## src/rtl/seq_divider_if.sv

```systemverilog
// Handshake and operand bundle for the multi-cycle divider.
// The master drives the request side, and the divider (slave) drives status and results.
interface seq_divider_if #(
    parameter int DATA_BUS = 16
);
    logic                enable;
    logic                start;
    logic [DATA_BUS:0]   dividend;
    logic [DATA_BUS-1:0] divisor;
    logic                busy;
    logic                done;
    logic [DATA_BUS:0]   quotient;
    logic [DATA_BUS-1:0] remainder;
    logic                div_by_zero;

    modport master (
        output enable, start, dividend, divisor,
        input  busy, done, quotient, remainder, div_by_zero
    );

    modport slave (
        input  enable, start, dividend, divisor,
        output busy, done, quotient, remainder, div_by_zero
    );
endinterface

```

## src/rtl/seq_divider.sv

```systemverilog
// Restoring divider: (DATA_BUS+1)-bit dividend over DATA_BUS-bit divisor.
// It retires one quotient bit per enabled cycle and uses a start/busy/done handshake.
module seq_divider #(
    parameter int NUM_WIDTH = 8,
    parameter int DATA_BUS  = 2 * NUM_WIDTH
) (
    input logic          clk,
    input logic          reset,
    seq_divider_if.slave bus
);
    localparam int CNT_W = $clog2(DATA_BUS + 2);
    localparam logic [CNT_W-1:0] STEPS = CNT_W'(DATA_BUS + 1);

    typedef enum logic [1:0] {IDLE, CALC, DONE} state_t;

    state_t              state_q, state_d;
    logic [CNT_W-1:0]    count_q, count_d;
    logic [DATA_BUS-1:0] p_q, p_d;
    logic [DATA_BUS:0]   q_q, q_d;
    logic [DATA_BUS-1:0] divisor_q, divisor_d;
    logic [DATA_BUS:0]   quotient_q, quotient_d;
    logic [DATA_BUS-1:0] remainder_q, remainder_d;
    logic                dbz_q, dbz_d;

    logic [DATA_BUS:0]   trial;
    logic                take;
    logic [DATA_BUS-1:0] p_step;
    logic [DATA_BUS:0]   q_step;

    // The partial remainder always stays below the divisor, so DATA_BUS bits are enough to hold it.
    always_comb begin
        trial  = {p_q, q_q[DATA_BUS]};
        take   = (trial >= {1'b0, divisor_q});
        p_step = take ? DATA_BUS'(trial - {1'b0, divisor_q}) : trial[DATA_BUS-1:0];
        q_step = {q_q[DATA_BUS-1:0], take};

        state_d     = state_q;
        count_d     = count_q;
        p_d         = p_q;
        q_d         = q_q;
        divisor_d   = divisor_q;
        quotient_d  = quotient_q;
        remainder_d = remainder_q;
        dbz_d       = dbz_q;

        case (state_q)
            IDLE: begin
                if (bus.start) begin
                    divisor_d = bus.divisor;
                    if (bus.divisor != '0) begin
                        state_d = CALC;
                        count_d = STEPS;
                        p_d     = '0;
                        q_d     = bus.dividend;
                    end else begin
                        state_d     = DONE;
                        quotient_d  = '1;
                        remainder_d = bus.dividend[DATA_BUS-1:0];
                        dbz_d       = 1'b1;
                    end
                end
            end
            CALC: begin
                p_d     = p_step;
                q_d     = q_step;
                count_d = count_q - CNT_W'(1);
                if (count_q == CNT_W'(1)) begin
                    state_d     = DONE;
                    quotient_d  = q_step;
                    remainder_d = p_step;
                    dbz_d       = 1'b0;
                end
            end
            DONE: begin
                state_d = IDLE;
            end
            default: begin
                state_d = IDLE;
            end
        endcase
    end

    // Reset wins over enable; with enable low every register simply holds.
    always_ff @(posedge clk) begin
        if (!reset) begin
            state_q     <= IDLE;
            count_q     <= '0;
            p_q         <= '0;
            q_q         <= '0;
            divisor_q   <= '0;
            quotient_q  <= '0;
            remainder_q <= '0;
            dbz_q       <= 1'b0;
        end else if (bus.enable) begin
            state_q     <= state_d;
            count_q     <= count_d;
            p_q         <= p_d;
            q_q         <= q_d;
            divisor_q   <= divisor_d;
            quotient_q  <= quotient_d;
            remainder_q <= remainder_d;
            dbz_q       <= dbz_d;
        end
    end

    assign bus.busy        = (state_q != IDLE);
    assign bus.done        = (state_q == DONE);
    assign bus.quotient    = quotient_q;
    assign bus.remainder   = remainder_q;
    assign bus.div_by_zero = dbz_q;
endmodule

```

## src/flat_wrapper.sv

```systemverilog
// flat-port wrapper written by rule: the top's interface ports become plain ports
module seq_divider_flat 
#(
    parameter int NUM_WIDTH = 8,
    parameter int DATA_BUS  = 2 * NUM_WIDTH
)
  (clk, reset, bus_enable, bus_start, bus_dividend, bus_divisor, bus_busy, bus_done, bus_quotient, bus_remainder, bus_div_by_zero);
  seq_divider_if #(.DATA_BUS(DATA_BUS)) bus_i ();
  input logic clk;
  input logic reset;
  input wire logic [$bits(bus_i.enable)-1:0] bus_enable;
  input wire logic [$bits(bus_i.start)-1:0] bus_start;
  input wire logic [$bits(bus_i.dividend)-1:0] bus_dividend;
  input wire logic [$bits(bus_i.divisor)-1:0] bus_divisor;
  output wire logic [$bits(bus_i.busy)-1:0] bus_busy;
  output wire logic [$bits(bus_i.done)-1:0] bus_done;
  output wire logic [$bits(bus_i.quotient)-1:0] bus_quotient;
  output wire logic [$bits(bus_i.remainder)-1:0] bus_remainder;
  output wire logic [$bits(bus_i.div_by_zero)-1:0] bus_div_by_zero;
  assign bus_i.enable = bus_enable;
  assign bus_i.start = bus_start;
  assign bus_i.dividend = bus_dividend;
  assign bus_i.divisor = bus_divisor;
  assign bus_busy = bus_i.busy;
  assign bus_done = bus_i.done;
  assign bus_quotient = bus_i.quotient;
  assign bus_remainder = bus_i.remainder;
  assign bus_div_by_zero = bus_i.div_by_zero;
  seq_divider #(.NUM_WIDTH(NUM_WIDTH), .DATA_BUS(DATA_BUS)) u_core (.clk(clk), .reset(reset), .bus(bus_i));
endmodule
```

## config.mk

```make
export PLATFORM = sky130hd
export DESIGN_NAME = seq_divider_flat
export DESIGN_NICKNAME = d
export VERILOG_FILES = /design/src/rtl/seq_divider_if.sv /design/src/rtl/seq_divider.sv /design/src/flat_wrapper.sv
export SDC_FILE = /design/constraint.sdc
export NUM_CORES = 1
export LEC_CHECK = 0
export ABC_AREA = 1
export ABC_CLOCK_PERIOD_IN_PS = 2490
export CORE_AREA = 5 5 86 127
export DETAILED_ROUTE_END_ITERATION = 7
export DIE_AREA = 0 0 91 132
export HOLD_SLACK_MARGIN = 0.02
export PLACE_DENSITY = 0.8
export SETUP_SLACK_MARGIN = 0.1
export SYNTH_ARGS = -nofsm -noshare
export SYNTH_HDL_FRONTEND = slang
export SYNTH_SLANG_ARGS = --single-unit
```

## constraint.sdc

```tcl
create_clock -name clk -period 2.49 [get_ports clk]
set_input_delay 0.498 -clock clk [delete_from_list [all_inputs] [get_ports clk]]
set_output_delay 0.498 -clock clk [all_outputs]
set_load 0.02 [all_outputs]
```

==> tab_implementation.tex, run 1 <==
\begin{tabular}{lr}
\hline
Metric & Value \\
\hline
\multicolumn{2}{l}{\textbf{Outcome}} \\
\quad Status & finished clean \\
\multicolumn{2}{l}{\textbf{Power and ir drop}} \\
\quad Total power density per cell area & between 600 and 700 nW/um\^{}2 \\
\quad Combinational fraction of design power & 0.280 \\
\quad Cell internal pwr & $\sim$0.0028 W \\
\quad Leakage dissipation & slightly below 3 nW \\
\quad Switching power & around 0.0014 W \\
\quad Worst-case vdd ir drop & around 540 uV \\
\quad Fraction of power spent switching nets & 0.3335 \\
\quad Share of total power in sequential cells & 0.385 \\
\quad Part of the total power dissipated in the clock network & 0.335 \\
\multicolumn{2}{l}{\textbf{Layout}} \\
\quad ANT cells & 0 \\
\quad Total Nets Final & $\sim$910 \\
\quad Fraction of layout cells with a size suffix above 1 & 0.07836 \\
\quad Final core area utilization & 0.6529 \\
\quad Most frequent cells in the layout & 185 x nand2\_1, 105 x nor2\_1, 95 x inv\_1, 90 x dfxtp\_1, 72 x clkdlybuf4s50\_1 \\
\quad Most frequent standard cell in the layout excluding fill and tap cells & nand2\_1 \\
\quad Area Overhead vs Synth & 21.40\% \\
\multicolumn{2}{l}{\textbf{Logic synthesis}} \\
\quad Part of the Yosys area used for sequential elements & 0.3477 \\
\quad Distinct cell type count of the synthesized netlist & 36 \\
\quad Count of yosys warnings during synthesis & 0 \\
\quad Mean instance size in the synthesized netlist & between 6 and 7 um\^{}2 \\
\quad Seq cells post-synth & 90 \\
\quad Biggest area consumer among synthesized cells & dfxtp\_1 \\
\quad Top-area cell type share of the netlist area & 0.3477 \\
\quad Area contributors post-synth & dfxtp\_1 35\%, nand2\_1 13\%, nor2\_1 7.6\% \\
\quad Count of flip-flops with a built-in enable after synthesis & 0 \\
\quad Syn Inst Count & slightly below 800 \\
\quad Synthesized area & approximately 5200 um\^{}2 \\
\quad Most used DFF post-synth & dfxtp\_1 \\
\quad Asr flop ratio synth & 0 \\
\quad Post-Syn Nets & approximately 840 \\
\multicolumn{2}{l}{\textbf{STA}} \\
\quad Worst clock skew on the final layout & 10.15 ps \\
\quad Tcrit/Tclk final & 0.8682 \\
\quad TNS Setup & 0 ps \\
\quad Hold slack final & about 460 ps \\
\quad Final number of hold-violating endpoints & 0 \\
\quad Count of final max-slew check failures & 0 \\
\quad Worst-margin pin slew & 779.0 ps \\
\quad Relative slew margins & 0.4801 \\
\quad Min Tclk post-route & approximately 2200 ps \\
\quad Number of setup violations in the final report & 0 \\
\quad Achievable Freq & 462.6 MHz \\
\quad Unrepaired setup endpoints after global routing & false \\
\multicolumn{2}{l}{\textbf{Clocking}} \\
\quad Clock transition at the registers of the reported paths & about 70 ps \\
\quad Clock root buffer & clkbuf\_16 \\
\quad Insertion delay to the later sink of the worst-skew pair & between 300 and 400 ps \\
\quad Post-cts sizing count & 0 \\
\quad CTS H-tree depth & 3 \\
\quad Clock tree from TritonCTS & built \\
\quad Clk sinks & 90 \\
\quad Number of CTS-inserted buffers & 9 \\
\quad \# hold bufs at CTS & 0 \\
\quad Max clock buf depth & 2 \\
\quad Setup Buffers After CTS & 0 \\
\multicolumn{2}{l}{\textbf{Critical path}} \\
\quad Worst-case reg-to-reg path depth & 11 \\
\quad Required time of the worst setup path & between 2000 and 3000 ps \\
\quad R2R setup slack & $\sim$330 ps \\
\quad Signal arrival time at the worst endpoint & 2450 ps \\
\quad Setup crit start kind & flop \\
\quad Largest driver fanout on the critical path & 18 \\
\quad Critical Setup Path Class & reg -> reg \\
\quad Critical Path End Type & flop \\
\multicolumn{2}{l}{\textbf{Floorplan}} \\
\quad Die height & $\sim$130 um \\
\quad Row Count & 44 \\
\quad Die X & 91 um \\
\quad Area of the core & between 9000 and 10000 um\^{}2 \\
\quad Starting density of the core & 0.5378 \\
\quad Full die area & around 12000 um\^{}2 \\
\quad Top Ports & 73 \\
\multicolumn{2}{l}{\textbf{Drt}} \\
\quad DRC errors left & 0 \\
\quad Post-route ant nets & 0 \\
\quad Routed vias/inst & between 5 and 6 \\
\quad Wirelength per Cell & between 10 and 15 um \\
\quad Via total after detailed routing & roughly 5100 \\
\quad Initial drt markers & roughly 370 \\
\quad Post-Route WL & roughly 13000 um \\
\quad Detailed Routing Iterations Pass 1 & 5 \\
\multicolumn{2}{l}{\textbf{Global routing}} \\
\quad Maximum number of pins on one net before global-route repair & 50 \\
\quad Global-route wire length before repair & about 22000 um \\
\quad Vias in the first global route & roughly 4900 \\
\quad All-layer global routing usage & 0.2191 \\
\quad Antenna violations before repair & 0 \\
\quad Congestion Overflow GR & 0 \\
\multicolumn{2}{l}{\textbf{Min path}} \\
\quad Hold/Removal Path Class & reg -> reg \\
\quad Worst hold path depth & 2 \\
\multicolumn{2}{l}{\textbf{Place}} \\
\quad Buffers on Ports & $\sim$70 \\
\quad HPWL after detailed placement & 10400 um \\
\quad GP Congestion & around 0.92 \\
\multicolumn{2}{l}{\textbf{Run}} \\
\quad Max-cap violations & 0 \\
\hline
\end{tabular}
==> flip-flops by register name, summed over array words and instances, names as in the netlist <==
name,cells
u_core.bus.div_by_zero,1
u_core.bus.remainder,16
u_core.count_q,5
u_core.p_q,16
u_core.q_q,17
u_core.state_q,2
u_core.divisor_q,16
u_core.bus.quotient,17
==> cell type report <==
class | instances | area [um^2]
Clock buffer | 11 | 242.7
Clock inverter | 5 | 60.06
Fill cell | 841 | 3344
Inverter | 103 | 389.1
Multi-Input combinational cell | 555 | 2764
Sequential cell | 90 | 1802
Tap cell | 115 | 143.9
Timing Repair Buffer | 91 | 888.4
==> power by group through the flow <==
stage          registers [W]  clock network, W  logic [W]
2_1_floorplan        0.00163                 0   0.000846
3_3_place_gp         0.00163                 0    0.00114
3_5_place_dp         0.00163                 0    0.00115
4_1_cts              0.00160           0.00141    0.00116
5_1_grt              0.00161           0.00148    0.00130
6_report             0.00160           0.00140    0.00117
==> logic make-up (layout without fill, tap and decap cells) <==
kind of cell	after synthesis	count (layout)	share of synthesized area
fa+ha+maj	19	19	0.04733
flops	90	90	0.3477
simple gates	395	395	0.3378
compound gates	131	131	0.1314
xor+xnor	10	10	0.01691
buf+inv	141	210	0.1188
==> routing by layer <==
layer / wire length, um / up-vias / GRT usage
li1: - / 2659 / -
met1: 5483 / 2318 / 0.2577
met2: 6864 / 139 / 0.3904
met3: 619 / 30 / 0.02684
met4: 407 / 0 / 0.1003
met5: 0 / - / 0
==> cells in the mapped netlist (5+ instances only) <==
master    instances
nand2_1         185
nor2_1          105
inv_1            95
dfxtp_1          90
a21oi_1          61
nand3_1          54
o21ai_0          36
nand4_1          21
clkbuf_1         18
ha_1             18
a31oi_1          17
o21ai_1          16
nand3_2          10
buf_2             9
buf_6             7
xor2_1            7
inv_2             6
nor2_2            5
==> worst max-delay path, cell delays in order, from the launching register on <==
cell	delay, ps
dfxtp_1	360
ha_1	370
nand2_1	130
nor2_2	130
nand3_1	130
nand3_2	130
nand3_4	210
nand2_4	300
nand3_1	150
nand3_1	100
nand2_1	50
inv_1	40
==> worst paths after layout <==
| path | to | startpoint |
|---|---|---|
| max | u_core.bus.remainder[14]$_SDFFE_PN0P_ | u_core.p_q[4]$_SDFFE_PN0P_ |
| min | u_core.divisor_q[10]$_SDFFE_PN0P_ | u_core.divisor_q[10]$_SDFFE_PN0P_ |
| max reg2reg | u_core.bus.remainder[14]$_SDFFE_PN0P_ | u_core.p_q[4]$_SDFFE_PN0P_ |
| min reg2reg | u_core.divisor_q[10]$_SDFFE_PN0P_ | u_core.divisor_q[10]$_SDFFE_PN0P_ |
==> through the flow <==
stage	instance area (um^2)	cells	power (W)	setup WS (ps)
after global placement	5987	954	0.002765	35.49
after CTS	6290	970	0.004175	327.2
after detailed placement	5987	954	0.002785	18.65
final	6290	970	0.004161	328.2
after global routing	6290	970	0.004391	120.2
after floorplan	5181	786	0.002479	692.2
(Power assumes the default switching activity.)
==> run 2: changes to the inputs <==
--- a/config.mk
+++ b/config.mk
@@ -7,11 +7,11 @@
 export LEC_CHECK = 0
 export ABC_AREA = 1
 export ABC_CLOCK_PERIOD_IN_PS = 2490
-export CORE_AREA = 5 5 86 127
+export CORE_AREA = 5 5 90 133
 export DETAILED_ROUTE_END_ITERATION = 7
-export DIE_AREA = 0 0 91 132
+export DIE_AREA = 0 0 95 138
 export HOLD_SLACK_MARGIN = 0.02
-export PLACE_DENSITY = 0.8
+export PLACE_DENSITY = 0.73
 export SETUP_SLACK_MARGIN = 0.1
 export SYNTH_ARGS = -nofsm -noshare
 export SYNTH_HDL_FRONTEND = slang
==> tab_implementation.tex, run 2 (synthesis results as in run 1) <==
\begin{tabular}{lr}
\hline
Metric & Value \\
\hline
\multicolumn{2}{l}{\textbf{Critical path}} \\
\quad Signal arrival time at the worst endpoint & 2480 ps (was 2450 ps) \\
\quad Critical Setup Path Class & reg -> reg (unchanged) \\
\quad Worst path top cell family by delay & simple AND/OR/NAND/NOR gates (unchanged) \\
\quad Cell chain of the critical path & inv\_1 -> ha\_1 -> a21oi\_1 -> nor2\_1 -> nor2\_1 -> nand2\_1 -> nor2\_4 -> buf\_4 -> nand4\_1 -> nand3\_1 -> nand2\_1 -> inv\_1 (was ha\_1 -> nand2\_1 -> nor2\_2 -> nand3\_1 -> nand3\_2 -> nand3\_4 -> nand2\_4 -> nand3\_1 -> nand3\_1 -> nand2\_1 -> inv\_1) \\
\quad Largest driver fanout on the critical path & 10 (was 18) \\
\quad Required time of the worst setup path & 2780 ps (about the same) \\
\quad Critical-path cell with the highest stage delay & ha\_1 (unchanged) \\
\quad Critical Path End Type & flop (unchanged) \\
\quad Setup crit start kind & flop (unchanged) \\
\quad Crit path buf inv count & 3 (was 1) \\
\quad Delay contributed by the slowest stage of the critical path & 370 ps (about the same) \\
\multicolumn{2}{l}{\textbf{Floorplan}} \\
\quad Starting density of the core & 0.4892 (was 0.5378) \\
\quad Die height & 138 um (was 132 um) \\
\quad Row Count & 46 (was 44) \\
\quad Area of the core & 10590 um\^{}2 (was 9634 um\^{}2) \\
\quad Top Ports & 73 (unchanged) \\
\quad Full die area & 13110 um\^{}2 (was 12010 um\^{}2) \\
\quad Die X & 95 um (was 91 um) \\
\multicolumn{2}{l}{\textbf{STA}} \\
\quad Relative slew margins & 0.7690 (was 0.4801) \\
\quad Worst-margin pin slew & 344.3 ps (was 779.0 ps) \\
\quad TNS Setup & 0 ps (unchanged) \\
\quad Min Tclk post-route & 2189 ps (was 2162 ps) \\
\quad Unrepaired setup endpoints after global routing & false (unchanged) \\
\quad Worst clock skew on the final layout & 10.85 ps (was 10.15 ps) \\
\quad Final number of hold-violating endpoints & 0 (unchanged) \\
\quad Achievable Freq & 456.8 MHz (was 462.6 MHz) \\
\quad Hold slack final & 458.8 ps (was 462.0 ps) \\
\quad Count of final max-slew check failures & 0 (unchanged) \\
\quad Number of setup violations in the final report & 0 (unchanged) \\
\quad Tcrit/Tclk final & 0.8791 (was 0.8682) \\
\multicolumn{2}{l}{\textbf{Layout}} \\
\quad Most frequent standard cell in the layout excluding fill and tap cells & nand2\_1 (unchanged) \\
\quad Area of all placed cells without fillers & 6404 um\^{}2 (was 6290 um\^{}2) \\
\quad Area Overhead vs Synth & 23.59\% (was 21.40\%) \\
\quad Final core area utilization & 0.6047 (was 0.6529) \\
\quad ANT cells & 0 (unchanged) \\
\quad Most frequent cells in the layout & 185 x nand2\_1, 105 x nor2\_1, 95 x inv\_1, 90 x dfxtp\_1, 72 x clkdlybuf4s50\_1 (unchanged) \\
\quad Total Nets Final & 907 (was 906) \\
\quad Fraction of layout cells with a size suffix above 1 & 0.08061 (was 0.07836) \\
\multicolumn{2}{l}{\textbf{Clocking}} \\
\quad Clk sinks & 90 (unchanged) \\
\quad Max clock buf depth & 2 (unchanged) \\
\quad CTS H-tree depth & 3 (unchanged) \\
\quad \# hold bufs at CTS & 0 (unchanged) \\
\quad Insertion delay to the later sink of the worst-skew pair & 350 ps (was 340 ps) \\
\quad Clock transition at the registers of the reported paths & 70 ps (about the same) \\
\quad Clock root buffer & clkbuf\_16 (unchanged) \\
\quad Clock tree from TritonCTS & built (unchanged) \\
\quad Number of CTS-inserted buffers & 9 (unchanged) \\
\multicolumn{2}{l}{\textbf{Global routing}} \\
\quad All-layer global routing usage & 0.2231 (was 0.2191) \\
\quad Congestion Overflow GR & 0 (unchanged) \\
\quad Antenna violations before repair & 0 (unchanged) \\
\quad Maximum number of pins on one net before global-route repair & 43 (was 50) \\
\quad Vias in the first global route & 4985 (was 4894) \\
\quad Global-route wire length before repair & 23370 um (was 21900 um) \\
\multicolumn{2}{l}{\textbf{Drt}} \\
\quad Post-route ant nets & 0 (unchanged) \\
\quad Routed vias/inst & 5.216 (was 5.305) \\
\quad Initial drt markers & 335 (was 368) \\
\quad DRC errors left & 0 (unchanged) \\
\quad Post-Route WL & 14150 um (was 13380 um) \\
\quad Detailed Routing Iterations Pass 1 & 8 (was 5) \\
\quad Via total after detailed routing & 5216 (was 5146) \\
\quad Wirelength per Cell & 14.15 um (was 13.79 um) \\
\multicolumn{2}{l}{\textbf{Min path}} \\
\quad Hold/Removal Path Class & reg -> reg (unchanged) \\
\multicolumn{2}{l}{\textbf{Power and ir drop}} \\
\quad Part of the total power dissipated in the clock network & 0.364 (was 0.335) \\
\quad Final Power & 0.004396 W (was 0.004161 W) \\
\quad Cell internal pwr & 0.002983 W (was 0.002773 W) \\
\quad Share of total power in sequential cells & 0.364 (was 0.385) \\
\quad Switching power & 0.001413 W (was 0.001388 W) \\
\quad Fraction of power spent switching nets & 0.3215 (was 0.3335) \\
\quad Total power density per cell area & 686.5 nW/um\^{}2 (was 661.5 nW/um\^{}2) \\
\quad Combinational fraction of design power & 0.272 (was 0.280) \\
\quad Worst-case vdd ir drop & 365.7 uV (was 538.5 uV) \\
\quad Leakage dissipation & 2.939 nW (was 2.907 nW) \\
\multicolumn{2}{l}{\textbf{Place}} \\
\quad GP Congestion & 0.9211 (was 0.9197) \\
\quad Buffers on Ports & 72 (unchanged) \\
\quad Total cell area at the placement stage & 6043 um\^{}2 (was 5987 um\^{}2) \\
\quad HPWL after detailed placement & 11130 um (was 10400 um) \\
\multicolumn{2}{l}{\textbf{Run}} \\
\quad Max-cap violations & 0 (unchanged) \\
\multicolumn{2}{l}{\textbf{Outcome}} \\
\quad Status & finished clean (unchanged) \\
\hline
\end{tabular}
-- run 2: path summary, 6_finish.rpt --
kind | from | end | slack, ps | depth (start not counted)
hold / removal | u_core.divisor_q[8]$_SDFFE_PN0P_ | u_core.divisor_q[8]$_SDFFE_PN0P_ | 460 | 2
setup / recovery | u_core.divisor_q[14]$_SDFFE_PN0P_ | u_core.p_q[5]$_SDFFE_PN0P_ | 300 | 12
setup reg to reg | u_core.divisor_q[14]$_SDFFE_PN0P_ | u_core.p_q[5]$_SDFFE_PN0P_ | 300 | 12
hold reg to reg | u_core.divisor_q[8]$_SDFFE_PN0P_ | u_core.divisor_q[8]$_SDFFE_PN0P_ | 460 | 2
-- run 2: worst min-delay path, stage by stage (launching register included) --
cell	delay, ps
dfxtp_1	300
inv_1	60
a21oi_1	60
-- run 2: metrics by stage --
| step | setup slack (ps) | instances |
|---|---|---|
| detailed placement | 36.99 | 984 |
| finish | 300.9 | 1000 |
| global placement | 95.44 | 984 |
| global route | 107.9 | 1000 |
| CTS | 269.1 | 1000 |
| floorplan | 692.2 | 786 |
-- run 2: per-layer routing --
| layer | share of wire | wire [um] | GRT usage | vias to the layer above |
|---|---|---|---|---|
| li1 | - | - | - | 2652 |
| met1 | 0.40 | 5709 | 0.2527 | 2397 |
| met2 | 0.53 | 7431 | 0.4063 | 137 |
| met3 | 0.042 | 588 | 0.03474 | 30 |
| met4 | 0.030 | 424 | 0.08821 | 0 |
| met5 | 0 | 0 | 0 | - |
-- run 2: repair_timing --
item,CTS,global route
gates resized for setup,0,1
endpoints found under the setup margin,0,4
buffers inserted,0,0
-- run 2: power by group through the flow --
stage,logic [W],clock network (W),registers (W)
after global routing,0.00134,0.00168,0.00161
final,0.00120,0.00160,0.00160
after floorplan,0.000846,0,0.00163
after detailed placement,0.00118,0,0.00163
after CTS,0.00119,0.00162,0.00160
after global placement,0.00116,0,0.00163
-- run 2: final cells by class --
type | instances | area (um^2)
flip-flops and latches | 90 | 1802
clock buffers | 10 | 239.0
clock inverters | 6 | 112.6
multi-input cells | 555 | 2773
well taps | 144 | 180.2
repair buffers | 92 | 908.4
inverters | 103 | 389.1
fillers | 1056 | 4187
==> run 3: changes to the inputs <==
--- a/config.mk
+++ b/config.mk
@@ -10,8 +10,9 @@
 export CORE_AREA = 5 5 90 133
 export DETAILED_ROUTE_END_ITERATION = 7
 export DIE_AREA = 0 0 95 138
+export DONT_BUFFER_PORTS = 1
 export HOLD_SLACK_MARGIN = 0.02
-export PLACE_DENSITY = 0.73
+export PLACE_DENSITY = 0.65
 export SETUP_SLACK_MARGIN = 0.1
 export SYNTH_ARGS = -nofsm -noshare
 export SYNTH_HDL_FRONTEND = slang
==> tab_implementation.tex, run 3 (synthesis results as in run 1) <==
\begin{tabular}{lr}
\hline
Metric & Value \\
\hline
\multicolumn{2}{l}{\textbf{STA}} \\
\quad Tcrit/Tclk final & 0.8751 (was 0.8791) \\
\quad Relative slew margins & 0.4323 (was 0.7690) \\
\quad Count of final max-slew check failures & 0 (unchanged) \\
\quad Worst clock skew on the final layout & 9.051 ps (was 10.85 ps) \\
\quad Final number of hold-violating endpoints & 0 (unchanged) \\
\quad Achievable Freq & 458.9 MHz (was 456.8 MHz) \\
\quad Unrepaired setup endpoints after global routing & false (unchanged) \\
\quad Worst-margin pin slew & 850.3 ps (was 344.3 ps) \\
\quad Min Tclk post-route & 2179 ps (was 2189 ps) \\
\quad TNS Setup & 0 ps (unchanged) \\
\quad Number of setup violations in the final report & 0 (unchanged) \\
\multicolumn{2}{l}{\textbf{Drt}} \\
\quad Post-Route WL & 13530 um (was 14150 um) \\
\quad Initial drt markers & 359 (was 335) \\
\quad Wirelength per Cell & 14.81 um (was 14.15 um) \\
\quad Detailed Routing Iterations Pass 1 & 5 (was 8) \\
\quad Post-route ant nets & 0 (unchanged) \\
\quad Via total after detailed routing & 4829 (was 5216) \\
\quad Routed vias/inst & 5.283 (was 5.216) \\
\quad DRC errors left & 0 (unchanged) \\
\multicolumn{2}{l}{\textbf{Clocking}} \\
\quad Clk sinks & 90 (unchanged) \\
\quad CTS H-tree depth & 3 (unchanged) \\
\quad Clock tree from TritonCTS & built (unchanged) \\
\quad Max clock buf depth & 2 (unchanged) \\
\quad Clock transition at the registers of the reported paths & 70 ps (about the same) \\
\quad Setup Buffers After CTS & 0 (unchanged) \\
\quad Insertion delay to the later sink of the worst-skew pair & 340 ps (was 350 ps) \\
\quad Clock root buffer & clkbuf\_16 (unchanged) \\
\quad Number of CTS-inserted buffers & 9 (unchanged) \\
\multicolumn{2}{l}{\textbf{Global routing}} \\
\quad Vias in the first global route & 4437 (was 4985) \\
\quad Maximum number of pins on one net before global-route repair & 53 (was 43) \\
\quad All-layer global routing usage & 0.2091 (was 0.2231) \\
\quad Global-route wire length before repair & 22040 um (was 23370 um) \\
\quad Congestion Overflow GR & 0 (unchanged) \\
\quad Antenna violations before repair & 0 (unchanged) \\
\multicolumn{2}{l}{\textbf{Floorplan}} \\
\quad Die height & 138 um (unchanged) \\
\quad Starting density of the core & 0.4892 (unchanged) \\
\quad Area of the core & 10590 um\^{}2 (unchanged) \\
\quad Die X & 95 um (unchanged) \\
\quad Full die area & 13110 um\^{}2 (unchanged) \\
\quad Top Ports & 73 (unchanged) \\
\quad Row Count & 46 (unchanged) \\
\multicolumn{2}{l}{\textbf{Power and ir drop}} \\
\quad Total power density per cell area & 716.3 nW/um\^{}2 (was 686.5 nW/um\^{}2) \\
\quad Worst-case vdd ir drop & 310.5 uV (was 365.7 uV) \\
\quad Leakage dissipation & 2.564 nW (was 2.939 nW) \\
\multicolumn{2}{l}{\textbf{Place}} \\
\quad HPWL after detailed placement & 10240 um (was 11130 um) \\
\quad Buffers on Ports & 0 (was 72) \\
\quad Total cell area at the placement stage & 5192 um\^{}2 (was 6043 um\^{}2) \\
\quad GP Congestion & 0.9161 (was 0.9211) \\
\multicolumn{2}{l}{\textbf{Layout}} \\
\quad Fill cells & 1142 (was 1056) \\
\quad Total Nets Final & 821 (was 907) \\
\quad ANT cells & 0 (unchanged) \\
\quad Most frequent standard cell in the layout excluding fill and tap cells & nand2\_1 (unchanged) \\
\quad Most frequent cells in the layout & 185 x nand2\_1, 105 x nor2\_1, 95 x inv\_1, 90 x dfxtp\_1, 60 x a21oi\_1 (was 185 x nand2\_1, 105 x nor2\_1, 95 x inv\_1, 90 x dfxtp\_1, 72 x clkdlybuf4s50\_1) \\
\quad Area of all placed cells without fillers & 5475 um\^{}2 (was 6404 um\^{}2) \\
\quad Fraction of layout cells with a size suffix above 1 & 0.07273 (was 0.08061) \\
\quad Area Overhead vs Synth & 5.675\% (was 23.59\%) \\
\multicolumn{2}{l}{\textbf{Critical path}} \\
\quad Startpoint of the most critical setup path & u\_core.q\_q[16]\$\_SDFFE\_PN0P\_ (was u\_core.divisor\_q[14]\$\_SDFFE\_PN0P\_) \\
\quad Critical Setup Path Class & reg -> reg (unchanged) \\
\quad R2R setup slack & 310 ps (was 300 ps) \\
\quad Worst-case reg-to-reg path depth & 14 (was 12) \\
\quad Startpoint of the most critical register-to-register path & u\_core.q\_q[16]\$\_SDFFE\_PN0P\_ (was u\_core.divisor\_q[14]\$\_SDFFE\_PN0P\_) \\
\quad Signal arrival time at the worst endpoint & 2420 ps (was 2480 ps) \\
\quad Largest driver fanout on the critical path & 4 (was 10) \\
\quad Required time of the worst setup path & 2730 ps (was 2780 ps) \\
\quad Critical Path End Type & flop (unchanged) \\
\quad Worst reg2reg endpoint & u\_core.bus.remainder[12]\$\_SDFFE\_PN0P\_ (was u\_core.p\_q[5]\$\_SDFFE\_PN0P\_) \\
\quad Setup crit start kind & flop (unchanged) \\
\multicolumn{2}{l}{\textbf{Outcome}} \\
\quad Status & finished clean (unchanged) \\
\multicolumn{2}{l}{\textbf{Run}} \\
\quad Max-cap violations & 0 (unchanged) \\
\multicolumn{2}{l}{\textbf{Min path}} \\
\quad Hold/Removal Path Class & in -> reg (was reg -> reg) \\
\quad Worst min-delay path startpoint & reset (was u\_core.divisor\_q[8]\$\_SDFFE\_PN0P\_) \\
\quad Worst hold path depth & 2 (unchanged) \\
\quad Min-Delay Endpoint & u\_core.count\_q[0]\$\_SDFFE\_PN0P\_ (was u\_core.divisor\_q[8]\$\_SDFFE\_PN0P\_) \\
\hline
\end{tabular}
==> run 3: layer usage <==
layer	routed length, um	GRT usage	vias up
li1	-	-	2472
met1	5544	0.2450	2207
met2	6864	0.3684	129
met3	786	0.04560	21
met4	338	0.07148	0
met5	0	0	-
==> run 3: per-stage QoR <==
step | std cells | util | setup WS [ps] | power, W | hold WS, ps
final | 914 | 0.5170 | 311.1 | 0.003922 | 297.3
after global routing | 914 | 0.5170 | 94.23 | 0.004155 | 290.9
after CTS | 914 | 0.5158 | 316.2 | 0.003927 | 288.2
after detailed placement | 898 | 0.4903 | 351.6 | 0.002667 | 452.4
after global placement | 898 | 0.4903 | 389.4 | 0.002653 | 447.6
after floorplan | 786 | - | 692.2 | 0.002479 | 435.3
==> run 3: area by class of cell <==
class / count / area [um^2] / area share
inverter: 103 / 389.1 / 0.07107
clock inverter: 7 / 45.04 / 0.008227
timing repair buffer: 6 / 57.56 / 0.01051
clock buffer: 9 / 225.2 / 0.04113
multi-input combinational: 555 / 2776 / 0.5071
tap: 144 / 180.2 / 0.03291
sequential: 90 / 1802 / 0.3291
==> run 3: worst max-delay path by stage <==
| stage | to | slack [ps] | cells past startpoint |
|---|---|---|---|
| after floorplan | u_core.bus.remainder[1]$_SDFFE_PN0P_ | 690 | 15 |
| after global placement | u_core.bus.remainder[8]$_SDFFE_PN0P_ | 390 | 12 |
| after detailed placement | u_core.bus.remainder[13]$_SDFFE_PN0P_ | 350 | 11 |
| after CTS | u_core.bus.remainder[13]$_SDFFE_PN0P_ | 320 | 11 |
| after global routing | u_core.bus.remainder[12]$_SDFFE_PN0P_ | 90 | 14 |
| final | u_core.bus.remainder[12]$_SDFFE_PN0P_ | 310 | 14 |
==> run 3: critical path: stages (launching register included) <==
cell	delay (ps)
dfxtp_1	330
inv_1	90
ha_1	150
inv_1	90
fa_1	450
nand3_1	110
nand3_1	170
nand3_1	160
nand3_1	90
nand2_1	60
nand2_1	80
nand3_2	100
nand3_1	80
nand2_1	60
inv_1	40
==> run 3: timing repair <==
action,4_1_cts,5_1_grt
gates resized for setup,0,2
hold buffers,0,0
endpoints found under the setup margin,0,4
==> run 3: report_power, final <==
group | internal, W | total, W | switching (W)
logic | 0.000338 | 0.00103 | 0.000694
registers | 0.00153 | 0.00163 | 0.0000948
clock network | 0.000675 | 0.00126 | 0.000587
